**src/rtl/cpu_run_pkg.sv**
```systemverilog
// Shared types for the core run controller: FSM states, halt verdicts and the tohost pass value.
package cpu_run_pkg;

  typedef enum logic [1:0] {
    HOLD,
    RUN,
    HALT
  } run_state_e;

  typedef enum logic [2:0] {
    ST_RUNNING = 3'd0,
    ST_PASS    = 3'd1,
    ST_FAIL    = 3'd2,
    ST_LOOP    = 3'd3,
    ST_TIMEOUT = 3'd4
  } run_status_e;

  localparam int TOHOST_PASS_VAL = 1;

endpackage

```
**src/rtl/pc_trace_ring.sv**
```systemverilog
// Ring buffer of the most recently retired PCs; read index 0 is the newest entry.
module pc_trace_ring #(
  parameter int XLEN  = 32,
  parameter int DEPTH = 8
) (
  input  logic                     clk,
  input  logic                     rst_n,
  input  logic                     we,
  input  logic [XLEN-1:0]          din,
  input  logic [$clog2(DEPTH)-1:0] rd_idx,
  output logic [XLEN-1:0]          dout,
  output logic                     valid
);

  localparam int IDX_W = $clog2(DEPTH);
  localparam int NUM_W = $clog2(DEPTH + 1);

  logic [XLEN-1:0]  mem [DEPTH];
  logic [IDX_W-1:0] wr_ptr;
  logic [NUM_W-1:0] num_entries;
  logic [IDX_W-1:0] rd_addr;

  // DEPTH is a power of two, so the pointer wraps naturally.
  always_ff @(posedge clk) begin
    if (!rst_n) begin
      wr_ptr      <= '0;
      num_entries <= '0;
    end else if (we) begin
      wr_ptr <= wr_ptr + 1'b1;
      if (num_entries != NUM_W'(DEPTH)) num_entries <= num_entries + 1'b1;
    end
  end

  // NOTE: storage is not reset; num_entries gates every read, so stale words never reach dout.
  always_ff @(posedge clk) begin
    if (we) mem[wr_ptr] <= din;
  end

  assign rd_addr = wr_ptr - IDX_W'(1) - rd_idx;
  assign valid   = NUM_W'(rd_idx) < num_entries;
  assign dout    = valid ? mem[rd_addr] : '0;

endmodule

```
**src/rtl/cpu_run_ctrl.sv**
```systemverilog
// Run controller: sequences core reset, counts RUN cycles, detects end of test
// (tohost store, PC self-loop, watchdog) and latches a sticky verdict.
module cpu_run_ctrl
  import cpu_run_pkg::*;
#(
  parameter int              XLEN        = 32,
  parameter int              RST_CYCLES  = 2,
  parameter int              MAX_CYCLES  = 50,
  parameter logic [XLEN-1:0] TOHOST_ADDR = 32'h0000_0FFC,
  parameter int              STALL_LIMIT = 4,
  parameter int              TRACE_DEPTH = 8,
  parameter int              CNT_W       = 32
) (
  input  logic                           clk,
  input  logic                           rst_n,
  output logic                           core_rst_n,
  input  logic [XLEN-1:0]                pc_i,
  input  logic                           mem_we_i,
  input  logic [XLEN-1:0]                mem_addr_i,
  input  logic [XLEN-1:0]                mem_wdata_i,
  input  logic [$clog2(TRACE_DEPTH)-1:0] trace_idx_i,
  output logic [XLEN-1:0]                trace_pc_o,
  output logic                           trace_valid_o,
  output logic                           running_o,
  output logic                           halted_o,
  output logic [2:0]                     status_o,
  output logic [XLEN-2:0]                fail_code_o,
  output logic [CNT_W-1:0]               cycle_cnt_o
);

  localparam int HOLD_W = $clog2(RST_CYCLES + 1);
  localparam int LOOP_W = $clog2(STALL_LIMIT + 1);

  run_state_e        state, next_state;
  run_status_e       status_q, halt_status;
  logic [HOLD_W-1:0] hold_cnt;
  logic [LOOP_W-1:0] loop_cnt;
  logic [XLEN-1:0]   pc_q;
  logic [CNT_W-1:0]  cycle_cnt;
  logic [XLEN-2:0]   fail_code_q;
  logic              core_rst_q;

  logic first_run, pc_repeat, tohost_hit, loop_hit, timeout_hit;

  // cycle_cnt only advances in RUN, so zero marks the first RUN cycle (pc_q is stale there).
  assign first_run   = (cycle_cnt == '0);
  assign pc_repeat   = (pc_i == pc_q) && !first_run;
  assign tohost_hit  = mem_we_i && (mem_addr_i == TOHOST_ADDR);
  assign loop_hit    = pc_repeat && (loop_cnt == LOOP_W'(STALL_LIMIT - 1));
  assign timeout_hit = (cycle_cnt == CNT_W'(MAX_CYCLES - 1));

  // NOTE: every output of this block is defaulted first, so no path can infer a latch.
  always_comb begin
    next_state  = state;
    halt_status = ST_RUNNING;
    case (state)
      HOLD: if (hold_cnt == HOLD_W'(RST_CYCLES - 1)) next_state = RUN;
      RUN: begin
        if (tohost_hit)
          halt_status = (mem_wdata_i == XLEN'(TOHOST_PASS_VAL)) ? ST_PASS : ST_FAIL;
        else if (loop_hit)
          halt_status = ST_LOOP;
        else if (timeout_hit)
          halt_status = ST_TIMEOUT;
        if (halt_status != ST_RUNNING) next_state = HALT;
      end
      default: next_state = state;
    endcase
  end

  // NOTE: sequential state uses non-blocking assignments so every register samples pre-edge values.
  always_ff @(posedge clk) begin
    if (!rst_n) state <= HOLD;
    else        state <= next_state;
  end

  always_ff @(posedge clk) begin
    if (!rst_n) begin
      core_rst_q  <= 1'b0;
      hold_cnt    <= '0;
      loop_cnt    <= '0;
      pc_q        <= '0;
      cycle_cnt   <= '0;
      status_q    <= ST_RUNNING;
      fail_code_q <= '0;
    end else begin
      core_rst_q <= (next_state != HOLD);
      case (state)
        HOLD: hold_cnt <= hold_cnt + 1'b1;
        RUN: begin
          if (cycle_cnt != '1) cycle_cnt <= cycle_cnt + 1'b1;
          pc_q     <= pc_i;
          loop_cnt <= pc_repeat ? loop_cnt + 1'b1 : '0;
          if (halt_status != ST_RUNNING) status_q <= halt_status;
          if (halt_status == ST_FAIL) fail_code_q <= mem_wdata_i[XLEN-1:1];
        end
        default: ;
      endcase
    end
  end

  pc_trace_ring #(
    .XLEN  (XLEN),
    .DEPTH (TRACE_DEPTH)
  ) u_trace (
    .clk    (clk),
    .rst_n  (rst_n),
    .we     (state == RUN),
    .din    (pc_i),
    .rd_idx (trace_idx_i),
    .dout   (trace_pc_o),
    .valid  (trace_valid_o)
  );

  assign core_rst_n  = core_rst_q;
  assign running_o   = (state == RUN);
  assign halted_o    = (state == HALT);
  assign status_o    = status_q;
  assign fail_code_o = fail_code_q;
  assign cycle_cnt_o = cycle_cnt;

endmodule

```
**config.mk**
```make
export PLATFORM = sky130hd
export DESIGN_NAME = cpu_run_ctrl
export DESIGN_NICKNAME = d
export VERILOG_FILES = /design/src/rtl/cpu_run_pkg.sv /design/src/rtl/pc_trace_ring.sv /design/src/rtl/cpu_run_ctrl.sv
export SDC_FILE = /design/constraint.sdc
export NUM_CORES = 1
export LEC_CHECK = 0
export ABC_AREA = 1
export CAP_MARGIN = 40
export CORE_ASPECT_RATIO = 0.7
export CORE_UTILIZATION = 40
export DETAILED_ROUTE_END_ITERATION = 6
export GPL_ROUTABILITY_DRIVEN = 0
export HOLD_SLACK_MARGIN = 0.12
export PLACE_DENSITY = 0.62
export SKIP_LAST_GASP = 1
export SLEW_MARGIN = 20
export SYNTH_ARGS = -nofsm -noshare
export SYNTH_HDL_FRONTEND = slang
export SYNTH_HIERARCHICAL = 1
export SYNTH_SLANG_ARGS = --single-unit
```
**constraint.sdc**
```tcl
create_clock -name clk -period 6.9 [get_ports clk]
set_clock_uncertainty 0.2 [all_clocks]
set_input_delay 1.38 -clock clk [delete_from_list [all_inputs] [get_ports clk]]
set_output_delay 1.38 -clock clk [all_outputs]
set_load 0.02 [all_outputs]
```
==> impl_metrics.tcl <==
set metrics [dict create \
    die_area_mm2 0.04433 \
    core-area_mm2 0.04257 \
    period_share_pct 87.40 \
    r2r_end "u_trace/mem[0][6]" \
    ys_ff_latch 369 \
    pre_cts_slack_ns 0.8430 \
    grt_max_degree 129 \
    routedWlPerCell_um 15.60 \
    fin_ws_ns 0.8697 \
    clkPwrFrac_pct 37.6 \
    die_h_um 176.5 \
    grt_pass1_vias 13170 \
    holdCritPathClass "reg -> reg" \
    switchingPower_mw 1.568 \
    numCtsBuffers 39 \
    synth_enable_flop_cells 256 \
    ios 204 \
    ys_seq_area_share_pct 57.21 \
    ir_worst_vdd_v 0.0001656 \
    fin_setup_tns_ns 0 \
    synthesis.nets 2181 \
    slew-limit-headroom_pct 45.44 \
    drv_cap 0 \
    via_per_inst 4.825 \
    drc 0 \
    crit_arrival_ns 4.45 \
    grt_overflow_total 0 \
    syn_area_mm2 0.01739 \
    worstPathRequired_ns 5.32 \
    postRouteAntennaNets 0 \
    layout_common_cells "nand2_1 (592), inv_1 (408), edfxtp_1 (256)" \
    synth-async-reset-ratio_pct 0 \
    fill_cells 3939 \
    syn_area_per_cell_um2 8.418 \
    p_leak_nw 9.175 \
    r2r_start "state[0]" \
    nets 2375 \
    drtIter0Drc 853 \
    clock_latency_ns 0.55 \
    fmax_mhz 165.8 \
    cts_sinks 369 \
    grt_pass1_wl_um 70320 \
    cts_buffer_depth 3 \
    ff2ff_path_depth 7 \
    critPathLaunchType "input pin" \
    final_layout_size_suffix_gt1_share_pct 5.194 \
    antenna_found_initial 0 \
    synth_warnings 6 \
    crit_path_end_kind "output port" \
    regArea_mm2 0.009950 \
    min_from "pc_q[27]" \
    worstSetupPathType "in -> out" \
    pwr-share-seq_pct 44.3 \
    htree_levels 2 \
    antenna_cells 0 \
    area_growth_pct 22.90 \
    numPortBuffers 203 \
    synthCells 2066 \
    postCtsSetupBuffers 0 \
    post_cts_resized 0 \
    layout_commonest_cell "nand2_1" \
    drv_slew 0 \
    yosysUniqueCellTypes 39 \
    vias 13720 \
    finalHoldViolations 0 \
    root_buffer "clkbuf_16" \
    cts_tree "done" \
    power.internal_mw 4.035 \
    total_power_mw 5.603 \
    clk_pin_slew_ns 0.06 \
    worstMarginPinSlew_ns 0.8184 \
    swShare_pct 27.98 \
    grt_use_total_pct 20.07 \
    min_to "pc_q[27]" \
    powerDensity_mw_per_mm2 262.1 \
    comb_power_share_pct 18.1 \
    multi_input_area_mm2 0.005559 \
    holdBufCountCts 0 \
    start_util_pct 40.86 \
    dp_hpwl_um 28700 \
    min_path_cells 2 \
    rsz0062_at_grt "false" \
    status "finished clean" \
    rows 63 \
    fp.dieW_um 251.2 \
    fin_crit_ns 6.030 \
    synth-main-ff-cell "edfxtp_1" \
    drt-total-wl_um 44340 \
    setup_violations 0 \
    cp_max_fo 13 \
    dr.pass1.iters 5 \
    r2r_slack_ns 3.92 \
]
-- area by class of cell --
cell class	instances	area share, %
clock buffer	54	5.116
clock inverter	18	0.9425
inverter	413	7.259
multi-input combinational	1208	26.01
sequential	369	46.55
tap	552	3.231
timing repair buffer	229	10.89
-- worst max-delay path: stages --
cell and delay [ns]:
clkdlybuf4s50_1 0.54, inv_1 0.10, ha_4 0.16, fa_2 0.35, inv_1 0.08, nand2_1 0.06
nand2_1 0.07, nand2_1 0.04, nand2_1 0.51, buf_4 0.31, nand2_1 0.07, a21oi_1 0.14
clkdlybuf4s50_1 0.62
-- metrics by stage --
step | utilization, % | cell area [µm²] | cells | hold slack [ns]
2_1_floorplan | - | 17390 | 2066 | 0.2415
3_3_place_gp | 46.92 | 19970 | 2766 | 0.2522
3_5_place_dp | 47.13 | 20060 | 2770 | 0.2667
4_1_cts | 50.17 | 21350 | 2842 | 0.2751
5_1_grt | 50.21 | 21370 | 2843 | 0.3019
6_report | 50.21 | 21370 | 2843 | 0.2746
-- Yosys cell counts (14+ instances only) --
cell type	count	share of area, %
inv_1	408	8.8
dfxtp_1	113	13
a21oi_1	103	3.0
nor2_1	151	3.3
buf_2	43	1.2
nand3_1	159	4.6
nor3_1	25	0.72
nand4_1	31	1.1
clkbuf_1	19	0.41
edfxtp_1	256	44
o21ai_0	54	1.6
xor2_1	14	0.71
nand2_1	592	13
-- power groups by stage --
stage / combinational [mW] / clock [mW] / sequential (mW)
final: 1.01 / 2.11 / 2.48
after global routing: 1.13 / 2.24 / 2.49
after CTS: 1.02 / 2.17 / 2.48
after detailed placement: 1.01 / 0 / 2.53
after global placement: 0.997 / 0 / 2.52
after floorplan: 0.632 / 0 / 2.52
-- how the worst max path moves through the flow --
stage | start | slack, ns | cells after the start | to
2_1_floorplan | trace_idx_i[0] | 2.28 | 9 | trace_pc_o[10]
3_3_place_gp | trace_idx_i[0] | 0.89 | 13 | trace_pc_o[11]
3_5_place_dp | trace_idx_i[0] | 0.84 | 13 | trace_pc_o[19]
4_1_cts | trace_idx_i[0] | 0.83 | 13 | trace_pc_o[19]
5_1_grt | trace_idx_i[0] | 0.63 | 13 | trace_pc_o[19]
6_report | trace_idx_i[0] | 0.87 | 13 | trace_pc_o[19]
-- state kept, by name, indices dropped and copies added, names as in the netlist --
name                 flops
core_rst_n               1
cycle_cnt_o             32
fail_code_o             31
hold_cnt                 2
loop_cnt                 3
pc_q                    32
state                    2
status_o                 3
u_trace/mem            256
u_trace/num_entries      4
u_trace/wr_ptr           3
-- routing by layer --
layer | global-route usage, % | vias to the layer above | wire (µm)
met5 | 0 | - | 0
met4 | 4.853 | 0 | 840
met3 | 4.983 | 65 | 3472
met2 | 32.43 | 418 | 19790
met1 | 27.08 | 6340 | 20240
li1 | - | 6894 | -
-- logic make-up (layout without fill, tap and decap cells) --
logic type / count (synthesis) / count (layout) / synth area share (%)
AO/OA/AOI/OAI: 175 / 175 / 5.144
adder cells (fa/ha/maj): 13 / 13 / 0.9784
buffers and inverters: 489 / 714 / 11.26
AND/OR/NAND/NOR: 993 / 993 / 24.05
XOR/XNOR: 27 / 27 / 1.360
flip-flops: 369 / 369 / 57.21
Note: power is estimated with default switching activity, not from simulation.
